## src/rtl/reg_file_rename_pkg.sv

```systemverilog
// Shared widths and types for the renaming architectural register file.
package reg_file_rename_pkg;

    localparam int REG_NUM_DEF = 32;
    localparam int REG_ADDR_W  = 5;
    localparam int DATA_W      = 32;
    localparam int ROB_W_DEF   = 5;

    typedef logic [REG_ADDR_W-1:0] reg_addr_t;
    typedef logic [DATA_W-1:0]     data_t;

endpackage

```

## src/rtl/reg_file_rename_rf_read_port.sv

```systemverilog
// One operand lookup: forwards a same-cycle matching commit and forces x0 to zero.
module rf_read_port
    import reg_file_rename_pkg::*;
#(
    parameter int ROB_W = ROB_W_DEF
) (
    input  logic [REG_ADDR_W-1:0] addr,
    input  logic [DATA_W-1:0]     reg_value,
    input  logic                  reg_busy,
    input  logic [ROB_W-1:0]      reg_tag,
    input  logic                  bypass_en,
    input  logic                  commit_valid,
    input  logic [REG_ADDR_W-1:0] commit_rd,
    input  logic [DATA_W-1:0]     commit_res,
    input  logic [ROB_W-1:0]      commit_rob_id,
    output logic [DATA_W-1:0]     value,
    output logic                  busy,
    output logic [ROB_W-1:0]      tag
);

    logic hit;

    // Forward only when the commit would actually retire this register's current rename.
    assign hit = bypass_en && commit_valid && (commit_rd == addr) &&
                 reg_busy && (reg_tag == commit_rob_id);

    always_comb begin
        value = reg_value;
        busy  = reg_busy;
        tag   = reg_busy ? reg_tag : '0;
        if (addr == '0) begin
            value = '0;
            busy  = 1'b0;
            tag   = '0;
        end else if (hit) begin
            value = commit_res;
            busy  = 1'b0;
            tag   = '0;
        end
    end

endmodule

```

## src/rtl/reg_file_rename.sv

```systemverilog
// Architectural register file with per-register ROB rename tags, commit write-back,
// flush of all renames, and two combinational operand lookup ports with commit bypass.
module reg_file_rename
    import reg_file_rename_pkg::*;
#(
    parameter int REG_NUM = REG_NUM_DEF,
    parameter int ROB_W   = ROB_W_DEF
) (
    input  logic                  clk,
    input  logic                  rst,
    input  logic                  rdy,
    input  logic                  flush,
    input  logic                  issue_valid,
    input  logic [REG_ADDR_W-1:0] issue_rd,
    input  logic [ROB_W-1:0]      issue_rob_id,
    input  logic                  commit_valid,
    input  logic [REG_ADDR_W-1:0] commit_rd,
    input  logic [DATA_W-1:0]     commit_res,
    input  logic [ROB_W-1:0]      commit_rob_id,
    input  logic [REG_ADDR_W-1:0] rs1_addr,
    input  logic [REG_ADDR_W-1:0] rs2_addr,
    output logic [DATA_W-1:0]     rs1_value,
    output logic                  rs1_busy,
    output logic [ROB_W-1:0]      rs1_tag,
    output logic [DATA_W-1:0]     rs2_value,
    output logic                  rs2_busy,
    output logic [ROB_W-1:0]      rs2_tag
);

    data_t            value_q [REG_NUM];
    logic             busy_q  [REG_NUM];
    logic [ROB_W-1:0] tag_q   [REG_NUM];

    logic do_commit;
    logic do_issue;
    logic commit_clears;

    assign do_commit     = rdy && commit_valid && (commit_rd != '0);
    assign do_issue      = rdy && issue_valid && (issue_rd != '0) && !flush;
    assign commit_clears = busy_q[commit_rd] && (tag_q[commit_rd] == commit_rob_id);

    // Later assignments win: commit clears, a same-rd issue re-renames, flush drops everything.
    always_ff @(posedge clk) begin
        if (rst) begin
            for (int i = 0; i < REG_NUM; i++) begin
                value_q[i] <= '0;
                busy_q[i]  <= 1'b0;
                tag_q[i]   <= '0;
            end
        end else if (rdy) begin
            if (do_commit) begin
                value_q[commit_rd] <= commit_res;
                if (commit_clears) begin
                    busy_q[commit_rd] <= 1'b0;
                    tag_q[commit_rd]  <= '0;
                end
            end
            if (do_issue) begin
                busy_q[issue_rd] <= 1'b1;
                tag_q[issue_rd]  <= issue_rob_id;
            end
            if (flush) begin
                for (int i = 0; i < REG_NUM; i++) begin
                    busy_q[i] <= 1'b0;
                    tag_q[i]  <= '0;
                end
            end
        end
    end

    logic bypass_en;
    assign bypass_en = rdy && !flush;

    rf_read_port #(.ROB_W(ROB_W)) u_rs1 (
        .addr          (rs1_addr),
        .reg_value     (value_q[rs1_addr]),
        .reg_busy      (busy_q[rs1_addr]),
        .reg_tag       (tag_q[rs1_addr]),
        .bypass_en     (bypass_en),
        .commit_valid  (commit_valid),
        .commit_rd     (commit_rd),
        .commit_res    (commit_res),
        .commit_rob_id (commit_rob_id),
        .value         (rs1_value),
        .busy          (rs1_busy),
        .tag           (rs1_tag)
    );

    rf_read_port #(.ROB_W(ROB_W)) u_rs2 (
        .addr          (rs2_addr),
        .reg_value     (value_q[rs2_addr]),
        .reg_busy      (busy_q[rs2_addr]),
        .reg_tag       (tag_q[rs2_addr]),
        .bypass_en     (bypass_en),
        .commit_valid  (commit_valid),
        .commit_rd     (commit_rd),
        .commit_res    (commit_res),
        .commit_rob_id (commit_rob_id),
        .value         (rs2_value),
        .busy          (rs2_busy),
        .tag           (rs2_tag)
    );

endmodule

```

## config.mk

```make
export PLATFORM = sky130hd
export DESIGN_NAME = reg_file_rename
export DESIGN_NICKNAME = d
export VERILOG_FILES = /design/src/rtl/reg_file_rename_pkg.sv /design/src/rtl/reg_file_rename_rf_read_port.sv /design/src/rtl/reg_file_rename.sv
export SDC_FILE = /design/constraint.sdc
export NUM_CORES = 2
export LEC_CHECK = 0
export ABC_CLOCK_PERIOD_IN_PS = 6580
export BUFFER_PORTS_ARGS = -buffer_cell sky130_fd_sc_hd__buf_2
export CORE_UTILIZATION = 45
export DETAILED_ROUTE_END_ITERATION = 8
export PLACE_DENSITY_LB_ADDON = 0.25
export SLEW_MARGIN = 20
export SYNTH_ARGS = -nofsm -noshare
export SYNTH_HDL_FRONTEND = slang
export SYNTH_HIERARCHICAL = 1
export SYNTH_SLANG_ARGS = --single-unit
```

## constraint.sdc

```tcl
create_clock -name clk -period 6.58 [get_ports clk]
set_input_delay 0 -clock clk [delete_from_list [all_inputs] [get_ports clk]]
set_output_delay 0 -clock clk [all_outputs]
set_load 0.01 [all_outputs]
```

==> results.ini <==
[status]
outcome=complete, no violations

[detailed_routing]
highest_layer=met5
dr_wl_met3_um=28070
drtPass1Iterations=6
vias=43920
wirelength_met1_um=85810
dr_wl_met2_um=110900
vias_per_cell=6.773
ant_nets=0
routed_wl_um=237700
route.detailed.drc=0
drt_iter0_markers=6660
wire_per_inst_um=36.65

[timing]
hold_viol_final=0
fin_ws_ns=1.436
setup_viol=0
rsz0062_at_grt=no
period_needed_ns=5.144
fmax_mhz=194.4
fin_tns_setup_ns=0
worstMarginPinSlew_ns=1.261
slew-limit-headroom_pct=15.92
clock_skew_ns=0.01417
fin_crit_sh_pct=78.18
slew_violations=0

[synth]
synthArstFlopShare_pct=0
yosys_warnings=6
syn_inst=4354
synth_flop_cell=edfxtp_1
synth-edff-count=1184
ys_types=63
synth_top_cell_area_share_pct=52.27
synth_xor_area_share_pct=0.2575
ys_top_cells_by_area=edfxtp_1 (52%), mux4_2 (26%), and2_1 (11%)
synth-adder-area-share_pct=0
synthSimpleGateAreaFrac_pct=13.57
synth_compound_area_share_pct=2.152
synth.avg_cell_area_um2=15.62
synth_mux_area_share_pct=27.93
synth.ff_latch_count=1216
mappedNetlistArea_um2=68020
yosys.area.top_type=edfxtp_1
seq_area_frac_synth_pct=53.21
synth_top_family_by_area=multiplexers

[placed_design]
portBuffers=143
dp_hpwl_um=140300
place_congestion=0.9214
pre_cts_ws_ns=2.078
dpl_cell_area_um2=70790

[setup_path]
required_ns=6.58
max_stage_delay_ns=0.81
path_common_cell=mux4_2
cp_slowest_cell=and3_2
cp_cell_sequence=mux4_2, mux4_2, mux2_2, xnor2_1, and3_2, buf_4, nand4_1, a21oi_1, buf_2
cp-start-kind=register
crit_type=register to output port
worstSetupEndpointType=output port
cp_max_fo=17
rr_worst_depth=8
cp.arrival_ns=5.14

[clock_network]
postCtsSetupRepairBufs=0
cts_buffers=135
cts_max_path_buffers=3
insertion_delay_ns=0.79
cts_root_buf=clkbuf_16
htree_levels=4
cts_tree=built
clk_pin_slew_ns=0.07
cts_sinks=1216

[global_routing]
grt_pass1_wl_um=329700
antenna_found_initial=18
grt_overflow=0
grt_pass1_vias=43220
grt_usage_pct=31.16
grt_max_degree=132

[pwr]
p_sw_share_pct=25.81
p_leak_uw=0.02536
power.total_uw=19260
pwr-share-seq_pct=47.5
pwr-share-comb_pct=13.8
pwr-share-clk_pct=38.7
powerDensity_nw_per_um2=255.1
ir_worst_vdd_uv=313.7
intPower_uw=14290
power.switching_uw=4972

[flow_run]
drv_cap=0

[final_layout]
nNetsFinal=4430
finish.instance_area_um2=75500
layout-drive-gt1-share_pct=31.18
syn2layout_area_growth_pct=11.00

[floorplanning]
initial_utilization_pct=45.36
core_area_um2=150000
pin_count=144
die_w_um=390.8
die_h_um=390.8
dieArea_um2=152700
rows=142

[hold_path]
min_path_cells=5
hp-class=input port to register

power groups by stage:
stage	clock network [uW]	logic [uW]	registers (uW)
3_5_place_dp	0	2580	9300
5_1_grt	7760	2730	9190
3_3_place_gp	0	2570	9270
2_1_floorplan	0	1660	9190
4_1_cts	7480	2610	9140
6_report	7450	2660	9160
per-layer routing:
layer  global-route usage [%]  vias up
li1                         -    17150
met1                    40.99    22950
met2                    48.61     3182
met3                    7.579      638
met4                    15.09        2
met5                        0        -
worst max-delay path: cells and delay by family, from the launching register on:
kind	cells	cell delay, ns
xor+xnor	1	0.40
flops	1	0.52
buf+inv	2	0.66
compound gates	1	0.44
mux	3	1.38
simple gates	2	0.94
cell usage in the layout, fill, tap and decap left out, types with 30 or more instances in the layout:
| cell type | n |
|---|---|
| edfxtp_1 | 1184 |
| buf_2 | 133 |
| nor2_1 | 53 |
| dlygate4sd3_1 | 46 |
| o22ai_1 | 34 |
| dfxtp_1 | 32 |
| nand4_1 | 97 |
| or2_2 | 32 |
| mux2i_1 | 70 |
| mux2_2 | 78 |
| conb_1 | 37 |
| mux4_2 | 771 |
| clkbuf_1 | 30 |
| a21oi_1 | 64 |
| and2_1 | 1150 |
| clkbuf_16 | 138 |
| o31ai_1 | 66 |
| buf_4 | 116 |
state kept, by name, summed over array words and instances, names as in the netlist:
| name | cells |
|---|---|
| busy_q | 32 |
| tag_q | 160 |
| value_q | 1024 |
what timing repair did:
action / in CTS / in global routing
hold buffers: 46 / 0
endpoints found under the hold margin: 1183 / 0
resized for setup: 0 / 0
cell type report:
cell class / count / area [um^2]
repair buffers: 310 / 2257
clock inverters: 65 / 596.8
well taps: 2016 / 2522
flip-flops and latches: 1216 / 36190
inverters: 4 / 15.01
fillers: 12340 / 74450
diodes: 7 / 17.52
multi-input cells: 2695 / 30290
clock buffers: 171 / 3607
cell families after synthesis:
kind of cell | after synthesis
DFF | 1216
other | 1
AOI/OAI and AO/OA | 216
buffers and inverters | 479
and+or+nand+nor | 1501
muxes | 921
xor gates and xnor gates | 20
cell usage after synthesis, types with 34 or more instances:
library cell	number
mux4_2	771
nand4_1	97
or2_2	34
nor2_1	82
o31ai_1	66
clkbuf_1	369
o22ai_1	34
edfxtp_1	1184
buf_1	68
a21oi_1	65
mux2_2	78
and2_1	1150
mux2i_1	70
per-stage QoR:
step | util [%] | cells | hold WS [ns]
after floorplan | - | 4390 | 0.1401
after global placement | 47.19 | 6193 | 0.4941
after detailed placement | 47.21 | 6194 | 0.4944
after CTS | 50.32 | 6476 | 0.02548
after global routing | 50.34 | 6478 | 0.08991
final | 50.35 | 6484 | 0.07872
worst paths after layout:
path / from / to / slack, ns
hold / removal: commit_rob_id[3] / busy_q[15] / 0.08
setup / recovery: tag_q[18][3] / rs2_value[11] / 1.44
setup reg to reg: tag_q[18][2] / tag_q[17][2] / 2.40
hold reg to reg: busy_q[0] / busy_q[0] / 0.50
Note: power is estimated with default switching activity, not from simulation.
